$ cat config.mk
export PLATFORM = sky130hd
export DESIGN_NAME = i2c_codec_responder
export DESIGN_NICKNAME = d
export VERILOG_FILES = /design/src/rtl/codec_i2c_pkg.sv /design/src/rtl/i2c_line_filter.sv /design/src/rtl/i2c_codec_responder.sv
export SDC_FILE = /design/constraint.sdc
export NUM_CORES = 1
export LEC_CHECK = 0
export BUFFER_PORTS_ARGS = -buffer_cell sky130_fd_sc_hd__buf_2
export CAP_MARGIN = 10
export CORE_MARGIN = 2
export CORE_UTILIZATION = 61
export CTS_CLUSTER_DIAMETER = 30
export DETAILED_ROUTE_END_ITERATION = 10
export GPL_TIMING_DRIVEN = 1
export HOLD_SLACK_MARGIN = 0.08
export PLACE_DENSITY = 0.79
export SYNTH_ARGS = -nofsm -noshare
export SYNTH_HDL_FRONTEND = slang
export SYNTH_SLANG_ARGS = --single-unit
$ cat constraint.sdc
create_clock -name CLOCK -period 2.64 [get_ports CLOCK]
set_clock_uncertainty 0.15 [all_clocks]
set_input_delay 0.396 -clock CLOCK [delete_from_list [all_inputs] [get_ports CLOCK]]
set_output_delay 0.396 -clock CLOCK [all_outputs]
set_load 0.02 [all_outputs]
$ cat src/rtl/codec_i2c_pkg.sv
// Shared types and constants for the WM8731-style I2C register responder.
// Holds the FSM state type, register-file geometry and power-on register values.
package codec_i2c_pkg;

  typedef enum logic [2:0] {
    StIdle,
    StAddr,
    StAckA,
    StByte1,
    StAck1,
    StByte2,
    StAck2,
    StIgnore
  } i2c_state_e;

  localparam int unsigned NUM_REGS         = 11;
  localparam logic [6:0]  LAST_REG         = 7'(NUM_REGS - 1);
  localparam logic [6:0]  RESET_REG        = 7'h0F;
  localparam logic [6:0]  DEFAULT_DEV_ADDR = 7'h1A;

  localparam logic [8:0] CODEC_REG_DEFAULTS [0:NUM_REGS-1] = '{
    9'h097, 9'h097, 9'h079, 9'h079, 9'h00A, 9'h008,
    9'h09F, 9'h00A, 9'h000, 9'h000, 9'h000
  };

endpackage

$ cat src/rtl/i2c_line_filter.sv
// Two-flop synchronizer plus stability filter for one I2C line.
// Emits the accepted level and one-cycle rise/fall pulses aligned with level changes.
module i2c_line_filter #(
  parameter int unsigned FilterLen = 3
) (
  input  logic clk_i,
  input  logic rst_i,
  input  logic line_i,
  output logic level_o,
  output logic rise_o,
  output logic fall_o
);

  localparam int unsigned CntW = (FilterLen < 2) ? 1 : $clog2(FilterLen);

  logic [1:0]      sync_q;
  logic            level_q;
  logic            rise_q;
  logic            fall_q;
  logic [CntW-1:0] cnt_q;

  always_ff @(posedge clk_i) begin
    if (rst_i) begin
      sync_q  <= 2'b11;
      level_q <= 1'b1;
      rise_q  <= 1'b0;
      fall_q  <= 1'b0;
      cnt_q   <= '0;
    end else begin
      sync_q <= {sync_q[0], line_i};
      rise_q <= 1'b0;
      fall_q <= 1'b0;
      // A new level is accepted only after FilterLen consecutive differing samples.
      if (sync_q[1] == level_q) begin
        cnt_q <= '0;
      end else if (cnt_q == CntW'(FilterLen - 1)) begin
        level_q <= sync_q[1];
        rise_q  <= sync_q[1];
        fall_q  <= ~sync_q[1];
        cnt_q   <= '0;
      end else begin
        cnt_q <= cnt_q + 1'b1;
      end
    end
  end

  assign level_o = level_q;
  assign rise_o  = rise_q;
  assign fall_o  = fall_q;

endmodule

$ cat src/rtl/i2c_codec_responder.sv
// I2C write-only target mimicking the WM8731 control port: decodes 3-byte write
// frames, ACKs them and keeps a readable copy of the 9-bit configuration registers.
module i2c_codec_responder
  import codec_i2c_pkg::*;
#(
  parameter logic [6:0]  DEV_ADDR   = DEFAULT_DEV_ADDR,
  parameter int unsigned FILTER_LEN = 3
) (
  input  logic       CLOCK,
  input  logic       RESET,
  input  logic       I2C_SCLK,
  input  logic       I2C_SDAT_IN,
  output logic       I2C_SDAT_OE,
  input  logic [3:0] RD_ADDR,
  output logic [8:0] RD_DATA,
  output logic       WR_STB,
  output logic [6:0] WR_ADDR,
  output logic [8:0] WR_DATA,
  output logic       BUSY,
  output logic       ERR
);

  localparam logic [3:0] LAST_RD = 4'(NUM_REGS - 1);

  logic scl_level, scl_rise, scl_fall;
  logic sda_level, sda_rise, sda_fall;

  i2c_line_filter #(.FilterLen(FILTER_LEN)) u_scl_filter (
    .clk_i  (CLOCK),
    .rst_i  (RESET),
    .line_i (I2C_SCLK),
    .level_o(scl_level),
    .rise_o (scl_rise),
    .fall_o (scl_fall)
  );

  i2c_line_filter #(.FilterLen(FILTER_LEN)) u_sda_filter (
    .clk_i  (CLOCK),
    .rst_i  (RESET),
    .line_i (I2C_SDAT_IN),
    .level_o(sda_level),
    .rise_o (sda_rise),
    .fall_o (sda_fall)
  );

  i2c_state_e state_q, state_d;
  logic       oe_q, oe_d;
  logic [2:0] bit_cnt_q, bit_cnt_d;
  logic [7:0] shift_q, shift_d;
  logic [6:0] reg_addr_q, reg_addr_d;
  logic [8:0] data_q, data_d;
  logic       commit_q, commit_d;
  logic       busy_q, busy_d;

  logic       start_evt, stop_evt, last_bit;
  logic [7:0] byte_in;

  // An SDA edge coinciding with an SCL edge is a data change, not a bus condition.
  assign start_evt = sda_fall & scl_level & ~scl_rise & ~scl_fall;
  assign stop_evt  = sda_rise & scl_level & ~scl_rise & ~scl_fall;
  assign last_bit  = scl_rise & (bit_cnt_q == 3'd7);
  assign byte_in   = {shift_q[6:0], sda_level};

  always_comb begin
    state_d    = state_q;
    oe_d       = oe_q;
    bit_cnt_d  = bit_cnt_q;
    shift_d    = shift_q;
    reg_addr_d = reg_addr_q;
    data_d     = data_q;
    commit_d   = 1'b0;
    busy_d     = busy_q;

    if (start_evt) begin
      state_d   = StAddr;
      oe_d      = 1'b0;
      bit_cnt_d = 3'd0;
      busy_d    = 1'b1;
    end else if (stop_evt) begin
      state_d   = StIdle;
      oe_d      = 1'b0;
      bit_cnt_d = 3'd0;
      busy_d    = 1'b0;
    end else begin
      if (scl_rise && (state_q inside {StAddr, StByte1, StByte2})) begin
        shift_d   = byte_in;
        bit_cnt_d = bit_cnt_q + 3'd1;
      end
      case (state_q)
        StAddr: begin
          if (last_bit) begin
            if (byte_in == {DEV_ADDR, 1'b0}) begin
              state_d = StAckA;
            end else begin
              state_d = StIgnore;
              busy_d  = 1'b0;
            end
          end
        end
        StByte1: begin
          if (last_bit) begin
            state_d    = StAck1;
            reg_addr_d = byte_in[7:1];
            data_d[8]  = byte_in[0];
          end
        end
        StByte2: begin
          if (last_bit) begin
            state_d     = StAck2;
            data_d[7:0] = byte_in;
            commit_d    = 1'b1;
          end
        end
        StAckA, StAck1, StAck2: begin
          // First SCL fall drives the ACK bit, the second one ends it.
          if (scl_fall) begin
            if (!oe_q) begin
              oe_d = 1'b1;
            end else begin
              oe_d = 1'b0;
              case (state_q)
                StAckA:  state_d = StByte1;
                StAck1:  state_d = StByte2;
                default: state_d = StIgnore;
              endcase
            end
          end
        end
        default: ;
      endcase
    end
  end

  always_ff @(posedge CLOCK) begin
    if (RESET) begin
      state_q    <= StIdle;
      oe_q       <= 1'b0;
      bit_cnt_q  <= 3'd0;
      shift_q    <= 8'h00;
      reg_addr_q <= 7'h00;
      data_q     <= 9'h000;
      commit_q   <= 1'b0;
      busy_q     <= 1'b0;
    end else begin
      state_q    <= state_d;
      oe_q       <= oe_d;
      bit_cnt_q  <= bit_cnt_d;
      shift_q    <= shift_d;
      reg_addr_q <= reg_addr_d;
      data_q     <= data_d;
      commit_q   <= commit_d;
      busy_q     <= busy_d;
    end
  end

  logic [8:0] regs_q [NUM_REGS];
  logic       wr_stb_q;
  logic [6:0] wr_addr_q;
  logic [8:0] wr_data_q;
  logic       err_q;

  always_ff @(posedge CLOCK) begin
    if (RESET) begin
      regs_q    <= CODEC_REG_DEFAULTS;
      wr_stb_q  <= 1'b0;
      wr_addr_q <= 7'h00;
      wr_data_q <= 9'h000;
      err_q     <= 1'b0;
    end else begin
      wr_stb_q <= 1'b0;
      if (commit_q) begin
        if (reg_addr_q <= LAST_REG) begin
          regs_q[reg_addr_q[3:0]] <= data_q;
          wr_stb_q  <= 1'b1;
          wr_addr_q <= reg_addr_q;
          wr_data_q <= data_q;
        end else if (reg_addr_q == RESET_REG) begin
          regs_q    <= CODEC_REG_DEFAULTS;
          wr_stb_q  <= 1'b1;
          wr_addr_q <= reg_addr_q;
          wr_data_q <= data_q;
        end else begin
          err_q <= 1'b1;
        end
      end
    end
  end

  // A START seen mid-ACK lets go of SDA immediately rather than a cycle later.
  assign I2C_SDAT_OE = oe_q & ~start_evt;
  assign RD_DATA     = (RD_ADDR <= LAST_RD) ? regs_q[RD_ADDR] : 9'h000;
  assign WR_STB      = wr_stb_q;
  assign WR_ADDR     = wr_addr_q;
  assign WR_DATA     = wr_data_q;
  assign BUSY        = busy_q;
  assign ERR         = err_q;

endmodule

==> flow_summary.html <==
<table>
<tr><th>Metric</th><th>Value</th></tr>
<tr><th colspan="2">Clock tree</th></tr>
<tr><td>Clock buffer count from CTS</td><td>17</td></tr>
<tr><td>Post-CTS Setup Repair Bufs</td><td>0</td></tr>
<tr><td>Reg clk slew, reported paths</td><td>0.06 ns</td></tr>
<tr><td>Clock tree root driver cell</td><td>clkbuf_16</td></tr>
<tr><td>Clock tree from TritonCTS</td><td>done</td></tr>
<tr><td>Worst skew pair latency</td><td>0.43 ns</td></tr>
<tr><td>Htree depth</td><td>4</td></tr>
<tr><td>Maximum clock insertion buffer count</td><td>2</td></tr>
<tr><td>Clock sink count</td><td>163</td></tr>
<tr><th colspan="2">Synth</th></tr>
<tr><td>Synthesis-stage register bit count</td><td>163</td></tr>
<tr><td>Total nets after synthesis</td><td>725</td></tr>
<tr><td>Count of flip-flops with a built-in enable after synthesis</td><td>0</td></tr>
<tr><td>Mapped Area</td><td>7080 µm²</td></tr>
<tr><td>Cells after synthesis</td><td>713</td></tr>
<tr><td>Mapped Avg Cell Area</td><td>9.94 µm²</td></tr>
<tr><td>Post-synth top flop</td><td>dfxtp_1</td></tr>
<tr><td>Number of distinct library cells after synthesis</td><td>65</td></tr>
<tr><td>Async SR Flop Fraction</td><td>0</td></tr>
<tr><td>Sequential-to-total area share from yosys stat</td><td>0.461</td></tr>
<tr><td>Count of synthesis-stage warnings from yosys</td><td>0</td></tr>
<tr><th colspan="2">Global routing</th></tr>
<tr><td>Initial antenna violation count</td><td>0</td></tr>
<tr><td>Met1 routing resource usage after global routing</td><td>0.363</td></tr>
<tr><td>Busiest grt layer</td><td>met2</td></tr>
<tr><td>Number of global-route vias before repair</td><td>5518</td></tr>
<tr><td>Total congestion overflow after global routing</td><td>0</td></tr>
<tr><td>Maximum number of pins on one net before global-route repair</td><td>138</td></tr>
<tr><td>GRT Overall Usage</td><td>0.290</td></tr>
<tr><td>Grt met3 use</td><td>0.0773</td></tr>
<tr><td>Met2 routing resource usage after global routing</td><td>0.472</td></tr>
<tr><td>Global-route wire length before repair</td><td>28300 µm</td></tr>
<tr><th colspan="2">Run</th></tr>
<tr><td>Max-Cap Viols</td><td>0</td></tr>
<tr><th colspan="2">Layout</th></tr>
<tr><td>Sequential Area</td><td>3260 µm²</td></tr>
<tr><td>Area added between synthesis and finish</td><td>11.8%</td></tr>
<tr><td>Summed area of non-filler cells in the final layout</td><td>7920 µm²</td></tr>
<tr><td>Number of inserted diodes</td><td>0</td></tr>
<tr><td>Multi-input gate area</td><td>3430 µm²</td></tr>
<tr><td>Fraction of final layout cells sized beyond drive strength 1</td><td>0.186</td></tr>
<tr><td>Final Net Count</td><td>748</td></tr>
<tr><td>Fill cell total of the finished layout</td><td>887</td></tr>
<tr><th colspan="2">Power and ir drop</th></tr>
<tr><td>Overall power consumption</td><td>5.14 mW</td></tr>
<tr><td>Worst IR drop on VDD</td><td>555 µV</td></tr>
<tr><td>Cell Pwr Density</td><td>648 nW/µm²</td></tr>
<tr><td>Lkg Pwr</td><td>3.00 nW</td></tr>
<tr><th colspan="2">Placement</th></tr>
<tr><td>Area after detailed placement</td><td>7310 µm²</td></tr>
<tr><td>Global placer's final weighted congestion</td><td>0.928</td></tr>
<tr><td>Port-buffer cells</td><td>36</td></tr>
<tr><td>DPL Wire Length</td><td>11900 µm</td></tr>
<tr><th colspan="2">Critical path</th></tr>
<tr><td>WS Path Type</td><td>primary input to primary output</td></tr>
<tr><td>Setup slack, reg-to-reg</td><td>0.37 ns</td></tr>
<tr><td>Max incr delay on CP</td><td>0.41 ns</td></tr>
<tr><td>Required time at the endpoint of the critical path</td><td>2.09 ns</td></tr>
<tr><td>CP Max Fanout</td><td>22</td></tr>
<tr><td>Endpoint class of the critical path</td><td>primary output</td></tr>
<tr><td>Critical path, cell by cell</td><td>buf_2 &gt; nand2b_1 &gt; o221ai_1 &gt; o21ai_0 &gt; buf_2</td></tr>
<tr><td>Cell type of the slowest stage on the worst timing path</td><td>buf_2</td></tr>
<tr><td>Arrival time worst endpoint</td><td>1.83 ns</td></tr>
<tr><td>CP dominant cell by count</td><td>buf_2</td></tr>
<tr><td>Sort of element at the start of the critical path</td><td>primary input</td></tr>
<tr><th colspan="2">Timing</th></tr>
<tr><td>Shortest period the worst path allows</td><td>2.38 ns</td></tr>
<tr><td>Final setup violation count</td><td>0</td></tr>
<tr><td>Count of final max-slew check failures</td><td>0</td></tr>
<tr><td>Total negative slack for setup checks</td><td>0 ns</td></tr>
<tr><td>Tightest Pin Transition</td><td>1.00 ns</td></tr>
<tr><td>Final hold vios</td><td>0</td></tr>
<tr><td>Setup repair after global routing missed its margin</td><td>no</td></tr>
<tr><td>Worst slew margin relative to its limit</td><td>0.330</td></tr>
<tr><td>Peak Freq</td><td>0.421 GHz</td></tr>
<tr><td>Crit share post-route</td><td>0.901</td></tr>
<tr><th colspan="2">Hold path</th></tr>
<tr><td>Type of the tightest min-delay check</td><td>flop to flop</td></tr>
<tr><th colspan="2">Drt</th></tr>
<tr><td>Via density</td><td>6.41</td></tr>
<tr><td>Post-detailed-routing wire length</td><td>17800 µm</td></tr>
<tr><td>First-pass detailed-route iteration total</td><td>5</td></tr>
<tr><td>Routed via count</td><td>5714</td></tr>
<tr><td>DRC violation count after routing</td><td>0</td></tr>
<tr><td>Wire per inst</td><td>19.9 µm</td></tr>
<tr><td>Number of nets with antenna violations after routing</td><td>0</td></tr>
<tr><td>Drt first-iter violations</td><td>569</td></tr>
<tr><th colspan="2">Floorplanning</th></tr>
<tr><td>Height of the die</td><td>112 µm</td></tr>
<tr><td>Number of placed I/O pins</td><td>37</td></tr>
<tr><td># rows</td><td>39</td></tr>
<tr><td>Die span in x</td><td>112 µm</td></tr>
<tr><td>Initial core utilization</td><td>0.623</td></tr>
<tr><td>Core Box Area</td><td>11400 µm²</td></tr>
<tr><td>Area enclosed by the die boundary</td><td>12500 µm²</td></tr>
<tr><th colspan="2">Status</th></tr>
<tr><td>Outcome</td><td>complete, no violations</td></tr>
</table>
[final timing paths]
check                              start                      to  cells after the start
setup reg to reg           reg_addr_q[1]              regs_q[55]                      4
setup / recovery              RD_ADDR[0]              RD_DATA[7]                      5
hold reg to reg   u_scl_filter.sync_q[0]  u_scl_filter.sync_q[1]                      1
hold / removal    u_scl_filter.sync_q[0]  u_scl_filter.sync_q[1]                      1
[metrics by stage]
stage          setup WS [ns]  utilization  std cells  hold WS (ns)
6_report               0.262        0.697        892         0.265
5_1_grt                0.109        0.697        892         0.278
4_1_cts                0.262        0.697        892         0.268
3_5_place_dp           0.280        0.643        858         0.250
3_3_place_gp           0.308        0.643        858         0.249
2_1_floorplan          0.288            -        713         0.239
[per-layer routing]
metal / share of wire / wire length, µm
met2: 0.48 / 8580
met5: 0 / 0
met1: 0.41 / 7280
met3: 0.076 / 1350
met4: 0.032 / 568
[cells in the mapped netlist (12+ instances only)]
cell       count  area [µm²]
dfxtp_1      163        3260
nor2_1        77         289
mux2i_1       46         460
o21ai_0       43         215
nand2_1       32         120
a21oi_1       28         140
clkbuf_1      24        90.1
nand2b_1      19         119
mux2_2        18         203
nand3_1       17        85.1
inv_1         16        60.1
nor3_1        15        75.1
buf_2         14        70.1
a32o_1        13         130
a22o_1        12         105
o2bb2ai_1     12         105
[layout make-up]
class	count	share of cell area
clock buffer	19	0.0547
clock inverter	13	0.0201
inverter	18	0.00853
multi-input combinational	477	0.433
sequential	163	0.412
tap	143	0.0226
timing repair buffer	59	0.0487
[registers in the layout, summed over array words and instances, names as in the netlist, 2 cells and up]
register / count
WR_ADDR: 7
WR_DATA: 9
bit_cnt_q: 3
data_q: 9
reg_addr_q: 7
regs_q: 99
shift_q: 7
state_q: 3
u_scl_filter.cnt_q: 2
u_scl_filter.sync_q: 2
u_sda_filter.cnt_q: 2
u_sda_filter.sync_q: 2
[cells in the final DEF, fill, tap and decap left out, types with 4 or more instances in the layout]
cell	netlist	final
nor2_1	77	77
o2bb2ai_1	12	12
or3_1	4	4
a22oi_1	11	11
nor3b_1	7	7
ha_1	4	4
a22o_1	12	12
dfxtp_1	163	163
nor2b_1	8	8
o21ai_0	43	43
a22o_2	5	5
nand3b_1	8	8
a21oi_1	28	28
nor4bb_1	4	4
or2_2	4	4
o32a_1	4	4
nand3_1	17	17
xnor2_1	7	7
and3_1	4	4
a32oi_1	4	4
inv_1	16	16
nor3_1	15	15
mux2_2	18	18
mux2i_1	46	46
o221ai_1	9	9
nand2b_1	19	19
clkinv_2	0	4
buf_2	14	35
o32ai_1	11	11
clkbuf_16	0	17
buf_4	1	20
nand2_1	32	32
a32o_1	13	13
mux4_2	9	9
[worst max-delay path, delay by kind of cell]
family,cells,cell delay (ns)
buffers and inverters,2,0.62
AOI/OAI and AO/OA,2,0.41
and+or+nand+nor,1,0.40
[kinds of logic after synthesis]
group / after synthesis / share of synthesized area
simple gates: 222 / 0.170
compound gates: 170 / 0.175
flops: 163 / 0.461
fa+ha+maj: 4 / 0.00706
mux: 73 / 0.122
xor+xnor: 8 / 0.00989
buf+inv: 73 / 0.0548
[power breakdown]
part | switching, mW | internal (mW) | total, mW
logic | 0.117 | 0.0622 | 0.179
registers | 0.00242 | 2.46 | 2.47
clock network | 1.01 | 1.49 | 2.49
total | 1.13 | 4.01 | 5.14
[timing repair]
action / in CTS / in global routing
hold endpoints to repair: 2 / 0
gates resized for setup: 0 / 0
hold buffers: 2 / 0
Note: power is estimated with default switching activity, not from simulation.
